--- src/rtl/pipe_hazard_ctrl_pkg.sv ---
// Shared definitions for the five-stage pipeline stall/flush sequencer:
// FSM state encoding, register-id width, drain length and the RUN decision table.
package pipe_hazard_ctrl_pkg;

  localparam int unsigned REG_W     = 3;
  localparam int unsigned DRAIN_CYC = 2;
  localparam int unsigned DRAIN_W   = $clog2(DRAIN_CYC + 1);

  typedef enum logic [1:0] {
    S_RUN        = 2'd0,
    S_MEM_WAIT   = 2'd1,
    S_HALT_DRAIN = 2'd2,
    S_HALTED     = 2'd3
  } state_t;

  typedef struct packed {
    logic pc_wr_en;
    logic if_id_wr_en;
    logic if_id_flush;
    logic id_ex_wr_en;
    logic id_ex_flush;
    logic ex_mem_wr_en;
    logic mem_wb_wr_en;
  } ctrl_t;

  // Priority order: memory freeze, halt, taken branch, data hazard, normal advance.
  function automatic ctrl_t run_decision(input logic busy, input logic halt,
                                         input logic branch, input logic hazard);
    ctrl_t c;
    c = '0;
    if (busy) begin
      c = '0;
    end else if (halt) begin
      c = '1;
      c.pc_wr_en = 1'b0;
    end else if (branch) begin
      c = '1;
    end else if (hazard) begin
      c = '1;
      c.pc_wr_en    = 1'b0;
      c.if_id_wr_en = 1'b0;
      c.if_id_flush = 1'b0;
    end else begin
      c = '1;
      c.if_id_flush = 1'b0;
      c.id_ex_flush = 1'b0;
    end
    return c;
  endfunction

endpackage

--- src/rtl/pipe_hazard_ctrl_hazard_detect.sv ---
// Combinational data-hazard detector for the ID stage sources.
// Macro PIPE_FWD_EN: only load-use against EX is a hazard (forwarding covers the rest).
module hazard_detect
  import pipe_hazard_ctrl_pkg::*;
(
  input  logic [REG_W-1:0] id_rd1_reg,
  input  logic             id_rd1_used,
  input  logic [REG_W-1:0] id_rd2_reg,
  input  logic             id_rd2_used,
  input  logic [REG_W-1:0] ex_write_reg,
  input  logic             ex_regWrite,
  input  logic             ex_memRead,
  input  logic [REG_W-1:0] mem_write_reg,
  input  logic             mem_regWrite,
  output logic             data_hazard
);

  logic ex_match;
  logic mem_match;

  assign ex_match  = (id_rd1_used & (id_rd1_reg == ex_write_reg)) |
                     (id_rd2_used & (id_rd2_reg == ex_write_reg));
  assign mem_match = (id_rd1_used & (id_rd1_reg == mem_write_reg)) |
                     (id_rd2_used & (id_rd2_reg == mem_write_reg));

`ifdef PIPE_FWD_EN
  logic unused_mem;
  assign unused_mem  = mem_match ^ mem_regWrite;
  assign data_hazard = ex_regWrite & ex_memRead & ex_match;
`else
  logic unused_memread;
  assign unused_memread = ex_memRead;
  assign data_hazard    = (ex_regWrite & ex_match) | (mem_regWrite & mem_match);
`endif

endmodule

--- src/rtl/pipe_hazard_ctrl.sv ---
// Central stall/flush sequencer: RUN / MEM_WAIT / HALT_DRAIN / HALTED FSM,
// halt drain counter and saturating stall counter. Macro PIPE_FWD_EN selects forwarding mode.
module pipe_hazard_ctrl
  import pipe_hazard_ctrl_pkg::*;
#(
  parameter int unsigned CNT_W = 16
) (
  input  logic             clk,
  input  logic             rst,
  input  logic [REG_W-1:0] id_rd1_reg,
  input  logic             id_rd1_used,
  input  logic [REG_W-1:0] id_rd2_reg,
  input  logic             id_rd2_used,
  input  logic [REG_W-1:0] ex_write_reg,
  input  logic             ex_regWrite,
  input  logic             ex_memRead,
  input  logic [REG_W-1:0] mem_write_reg,
  input  logic             mem_regWrite,
  input  logic             ex_branch_taken,
  input  logic             ex_halt,
  input  logic             mem_busy,
  output logic             pc_wr_en,
  output logic             if_id_wr_en,
  output logic             if_id_flush,
  output logic             id_ex_wr_en,
  output logic             id_ex_flush,
  output logic             ex_mem_wr_en,
  output logic             mem_wb_wr_en,
  output logic             halted,
  output logic [CNT_W-1:0] stall_cnt
);

  state_t             state;
  logic [DRAIN_W-1:0] drain_cnt;
  logic               data_hazard;
  ctrl_t              ctrl;

  hazard_detect u_hazard_detect (
    .id_rd1_reg    (id_rd1_reg),
    .id_rd1_used   (id_rd1_used),
    .id_rd2_reg    (id_rd2_reg),
    .id_rd2_used   (id_rd2_used),
    .ex_write_reg  (ex_write_reg),
    .ex_regWrite   (ex_regWrite),
    .ex_memRead    (ex_memRead),
    .mem_write_reg (mem_write_reg),
    .mem_regWrite  (mem_regWrite),
    .data_hazard   (data_hazard)
  );

  // MEM_WAIT shares the RUN table: busy keeps freezing, release resumes in the same cycle.
  always_comb begin
    ctrl = '0;
    if (rst) begin
      unique case (state)
        S_RUN, S_MEM_WAIT: ctrl = run_decision(mem_busy, ex_halt, ex_branch_taken, data_hazard);
        S_HALT_DRAIN: begin
          ctrl              = '1;
          ctrl.pc_wr_en     = 1'b0;
          ctrl.ex_mem_wr_en = ~mem_busy;
          ctrl.mem_wb_wr_en = ~mem_busy;
        end
        default: ctrl = '0;
      endcase
    end
  end

  assign pc_wr_en     = ctrl.pc_wr_en;
  assign if_id_wr_en  = ctrl.if_id_wr_en;
  assign if_id_flush  = ctrl.if_id_flush;
  assign id_ex_wr_en  = ctrl.id_ex_wr_en;
  assign id_ex_flush  = ctrl.id_ex_flush;
  assign ex_mem_wr_en = ctrl.ex_mem_wr_en;
  assign mem_wb_wr_en = ctrl.mem_wb_wr_en;

  always_ff @(posedge clk or negedge rst) begin
    if (!rst) begin
      state     <= S_RUN;
      drain_cnt <= '0;
      halted    <= 1'b0;
      stall_cnt <= '0;
    end else begin
      // A hazard bubble always coincides with a held PC, so pc_wr_en alone drives the count.
      if (!ctrl.pc_wr_en && (stall_cnt != '1))
        stall_cnt <= stall_cnt + 1'b1;

      unique case (state)
        S_RUN, S_MEM_WAIT: begin
          if (mem_busy) begin
            state <= S_MEM_WAIT;
          end else if (ex_halt) begin
            state     <= S_HALT_DRAIN;
            drain_cnt <= DRAIN_W'(DRAIN_CYC);
          end else begin
            state <= S_RUN;
          end
        end
        S_HALT_DRAIN: begin
          if (!mem_busy) begin
            if (drain_cnt <= DRAIN_W'(1)) begin
              drain_cnt <= '0;
              state     <= S_HALTED;
              halted    <= 1'b1;
            end else begin
              drain_cnt <= drain_cnt - 1'b1;
            end
          end
        end
        default: begin
          state  <= S_HALTED;
          halted <= 1'b1;
        end
      endcase
    end
  end

endmodule

--- config.mk ---
export PLATFORM = sky130hd
export DESIGN_NAME = pipe_hazard_ctrl
export DESIGN_NICKNAME = d
export VERILOG_FILES = /design/src/rtl/pipe_hazard_ctrl_pkg.sv /design/src/rtl/pipe_hazard_ctrl_hazard_detect.sv /design/src/rtl/pipe_hazard_ctrl.sv
export SDC_FILE = /design/constraint.sdc
export NUM_CORES = 1
export LEC_CHECK = 0
export ABC_AREA = 1
export BUFFER_PORTS_ARGS = -buffer_cell sky130_fd_sc_hd__buf_2
export CORE_MARGIN = 8
export CORE_UTILIZATION = 50
export DETAILED_ROUTE_END_ITERATION = 6
export GPL_ROUTABILITY_DRIVEN = 0
export PLACE_DENSITY = 0.89
export SYNTH_ARGS = -nofsm -noshare
export SYNTH_HDL_FRONTEND = slang
export SYNTH_HIERARCHICAL = 1
export SYNTH_SLANG_ARGS = --single-unit
--- constraint.sdc ---
create_clock -name clk -period 2.9 [get_ports clk]
set_input_delay 0.145 -clock clk [delete_from_list [all_inputs] [get_ports clk]]
set_output_delay 0.145 -clock clk [all_outputs]
set_load 0.005 [all_outputs]
==> results.cfg <==
[power]
p_sw_uw = 126
clock_power_share_pct = 29.1
pwr-share-seq_pct = 59.8
cellLeakagePower_nw = 1.10
total_power_consumption_uw = 493
internal-power_uw = 367
vdd.ir_drop.worst_mv = 0.246
share_comb_of_total_power_pct = 11.1
power.share.switching_pct = 25.5
power_per_cell_area_mw_per_mm2 = 270

[global_route]
grt_first_pass_wirelength_mm = 6.10
grt_start_max_net_pins = 24
grt_usage_pct = 14.3
initial_antenna_violation_count = 0
grt_pass1_vias = 1448
grt-ovfl-total = 0

[routing]
firstDrtPassIters = 4
drt-initial-drc-count = 86
drt-wirelength-per-cell_um = 10.5
route.antenna.remaining_nets = 0
drc_violations_left = 0
avgViaCountPerCell = 4.78
route.final.wire_length_mm = 3.49
detailroute.via_count = 1587

[hold_path]
worstHoldEndpoint = drain_cnt[1]
worstHoldStart = mem_busy
worst_hold_path_type = input pin to flip-flop
min_path_cells = 2

[logic_synthesis]
yosys_warnings = 6
ys_types = 22
post_synth_fa_ha_maj_area_fraction_pct = 0.810
synth-seq-area-share_pct = 34.0
yosys_register_bits = 21
compound_cell_area_share_of_the_yosys_netlist_pct = 4.21
synthMuxAreaShare_pct = 0
syn-cell-area_sq_mm = 0.00154
synth_xor_area_share_pct = 3.97
post_synth_and_or_nand_nor_area_fraction_pct = 46.8
synthesis.nets = 275
gate_count_after_technology_mapping = 252
synth_top_family_by_area = simple AND/OR/NAND/NOR gates
synth_area_per_cell_sq_um = 6.13

[setup_path]
reg2regPathDepth = 8
regToRegSetupSlack_ps = 1250
critical_path.slowest_cell = sky130_fd_sc_hd__dlygate4sd3_1
critical-path-top-delay-family = buffers and inverters
cp_data_required_time_ps = 2760
path_class = input pin to output port
cp.arrival_ps = 1730
critical_path_peak_fanout = 23
critPathCaptureType = output port
worstPathCellList = dlygate4sd3_1 > buf_2 > nand2_1 > nor2_1 > nand2_1 > o31ai_1 > buf_2
startpoint_type_of_the_worst_setup_path = input pin
cpPeakStageDelay_ps = 520
capturing_point_of_the_worst_reg2reg_path = stall_cnt[10]
crit_buf_inv = 3
worstReg2RegStart = stall_cnt[0]

[clocking]
tritoncts = done
cts-htree-levels = 1
numClockSinks = 21
postCtsSetupBuffers = 0
cts-buffers-inserted = 3
clk_pin_slew_worst_paths_ps = 110
post_cts_resized = 0
cts_root_buffer = sky130_fd_sc_hd__clkbuf_4
cts-root-to-sink-buffers = 2
worstSkewPairLatency_ps = 310

[cells_and_area]
instances_no_fill = 332
final.fill_count = 266
post_route_cells_drive_above_1_share_pct = 19.7
layout.area.seq_sq_um = 526
layout-area-overhead-vs-synth_pct = 18.2
multi_input_gate_area_sq_um = 861
antenna_cells = 0
nets = 323

[sta]
rsz0062_at_grt = false
final.setup.tns_ps = 0
max-slew-margin-rel_pct = 66.1
achievable-frequency_ghz = 0.535
worst_case_clock_skew_ps = 2.39
timing_worst_slew_pin_value_ps = 508
final-max-slew-violation-count = 0
finalSetupViolations = 0
fin_hold_ws_ps = 100
layout_min_cycle_time_ps = 1870
hold_viol = 0
final.period_utilization_pct = 64.5

[status]
run_status = finished, final reports clean

[die]
die_width_um = 71.6
dieArea_sq_mm = 0.00512
effective_utilization_at_floorplan_pct = 51.4
placement_rows = 20
fp.coreArea_sq_mm = 0.00300
io_pins = 46
die_height_um = 71.6

[job]
maxCapViolCount = 0

[placement]
placedCellCount = 327
place_hpwl_mm = 2.81
placement.io_buffers = 44
-- Yosys cell counts (all sizes together) --
cell | n | area share [%]
nand2 | 116 | 29
xor2 | 1 | 0.57
nand4 | 8 | 3.6
o21bai | 2 | 0.97
dfrtp | 21 | 34
or2 | 1 | 0.41
buf | 2 | 1.2
inv | 37 | 9.0
nand3 | 11 | 3.9
xnor2 | 6 | 3.4
ha | 1 | 0.81
o21ai | 7 | 2.3
o31ai | 2 | 0.97
nor2 | 37 | 9.5
-- worst max path at each step --
stage	start	endpoint	slack, ps	depth (start not counted)
2_1_floorplan	stall_cnt[0]	stall_cnt[10]	1520	8
3_3_place_gp	mem_write_reg[1]	stall_cnt[10]	1260	15
3_5_place_dp	mem_write_reg[1]	stall_cnt[10]	1240	15
4_1_cts	rst	if_id_wr_en	980	7
5_1_grt	rst	if_id_wr_en	820	7
6_report	rst	if_id_wr_en	1030	7
-- power groups by stage --
stage / clock network (mW) / registers, mW / logic [mW]
floorplan: 0 / 0.300 / 0.0258
global placement: 0 / 0.300 / 0.0534
detailed placement: 0 / 0.300 / 0.0541
CTS: 0.150 / 0.295 / 0.0555
global route: 0.164 / 0.295 / 0.0653
finish: 0.143 / 0.295 / 0.0549
-- sequential cells by signal (all words and copies together) (netlist names) --
register	count
drain_cnt	2
stall_cnt	16
state	2
halted	1
-- repair_timing --
action | in CTS | in global routing
hold buffers | 1 | 0
hold endpoints to repair | 21 | 0
endpoints found under the setup margin | 0 | 0
-- final cells by class --
type,count,area share (%)
Sequential cell,21,28.8
Tap cell,33,2.26
Multi-Input combinational cell,192,47.2
Clock buffer,3,1.23
Inverter,37,7.61
Timing Repair Buffer,45,12.6
Clock inverter,1,0.274
-- cell families after synthesis --
kind of cell,Yosys count
buffers and inverters,39
adder cells (fa/ha/maj),1
flip-flops,21
AND/OR/NAND/NOR,173
XOR/XNOR,7
AO/OA/AOI/OAI,11
-- worst register-to-register path, stage by stage, from the launching register on --
cell and delay [ps]:
sky130_fd_sc_hd__dfrtp_1 470, sky130_fd_sc_hd__ha_1 240, sky130_fd_sc_hd__nand3_2 160, sky130_fd_sc_hd__nor2_4 180
sky130_fd_sc_hd__nand2_4 80, sky130_fd_sc_hd__nand2_4 160, sky130_fd_sc_hd__inv_2 130, sky130_fd_sc_hd__nand2_1 90
sky130_fd_sc_hd__nand2_1 40
-- routing by layer --
metal	GRT usage, %	vias up	share of wire, %
li1	-	861	-
met1	17.6	686	47
met2	23.0	38	47
met3	4.88	2	6.0
met4	3.85	0	0.32
met5	0	-	0
-- cell usage in the layout (no fill, tap or decap) --
master and instances:
sky130_fd_sc_hd__nand2_1 113, sky130_fd_sc_hd__nand2_4 2, sky130_fd_sc_hd__dlygate4sd3_1 1, sky130_fd_sc_hd__nand3_2 1
sky130_fd_sc_hd__or2_2 1, sky130_fd_sc_hd__nand3_1 10, sky130_fd_sc_hd__nand4_1 7, sky130_fd_sc_hd__nor2_4 1
sky130_fd_sc_hd__clkbuf_4 3, sky130_fd_sc_hd__o31ai_1 2, sky130_fd_sc_hd__o21ai_1 1, sky130_fd_sc_hd__nand4_2 1
sky130_fd_sc_hd__inv_2 4, sky130_fd_sc_hd__inv_1 33, sky130_fd_sc_hd__nor2_1 36, sky130_fd_sc_hd__dfrtp_1 21
sky130_fd_sc_hd__buf_2 44, sky130_fd_sc_hd__clkinv_2 1, sky130_fd_sc_hd__o21bai_1 2, sky130_fd_sc_hd__ha_1 1
sky130_fd_sc_hd__xor2_1 1, sky130_fd_sc_hd__xnor2_1 6, sky130_fd_sc_hd__nand2_2 1, sky130_fd_sc_hd__o21ai_0 6
-- per-stage QoR --
stage	utilization [%]	setup WS [ps]	instance area, sq um
5_1_grt	60.8	821	1820
6_report	60.8	1030	1820
3_5_place_dp	59.5	1240	1790
3_3_place_gp	59.5	1260	1790
2_1_floorplan	-	1520	1540
4_1_cts	60.8	984	1820
(Power assumes the default switching activity.)
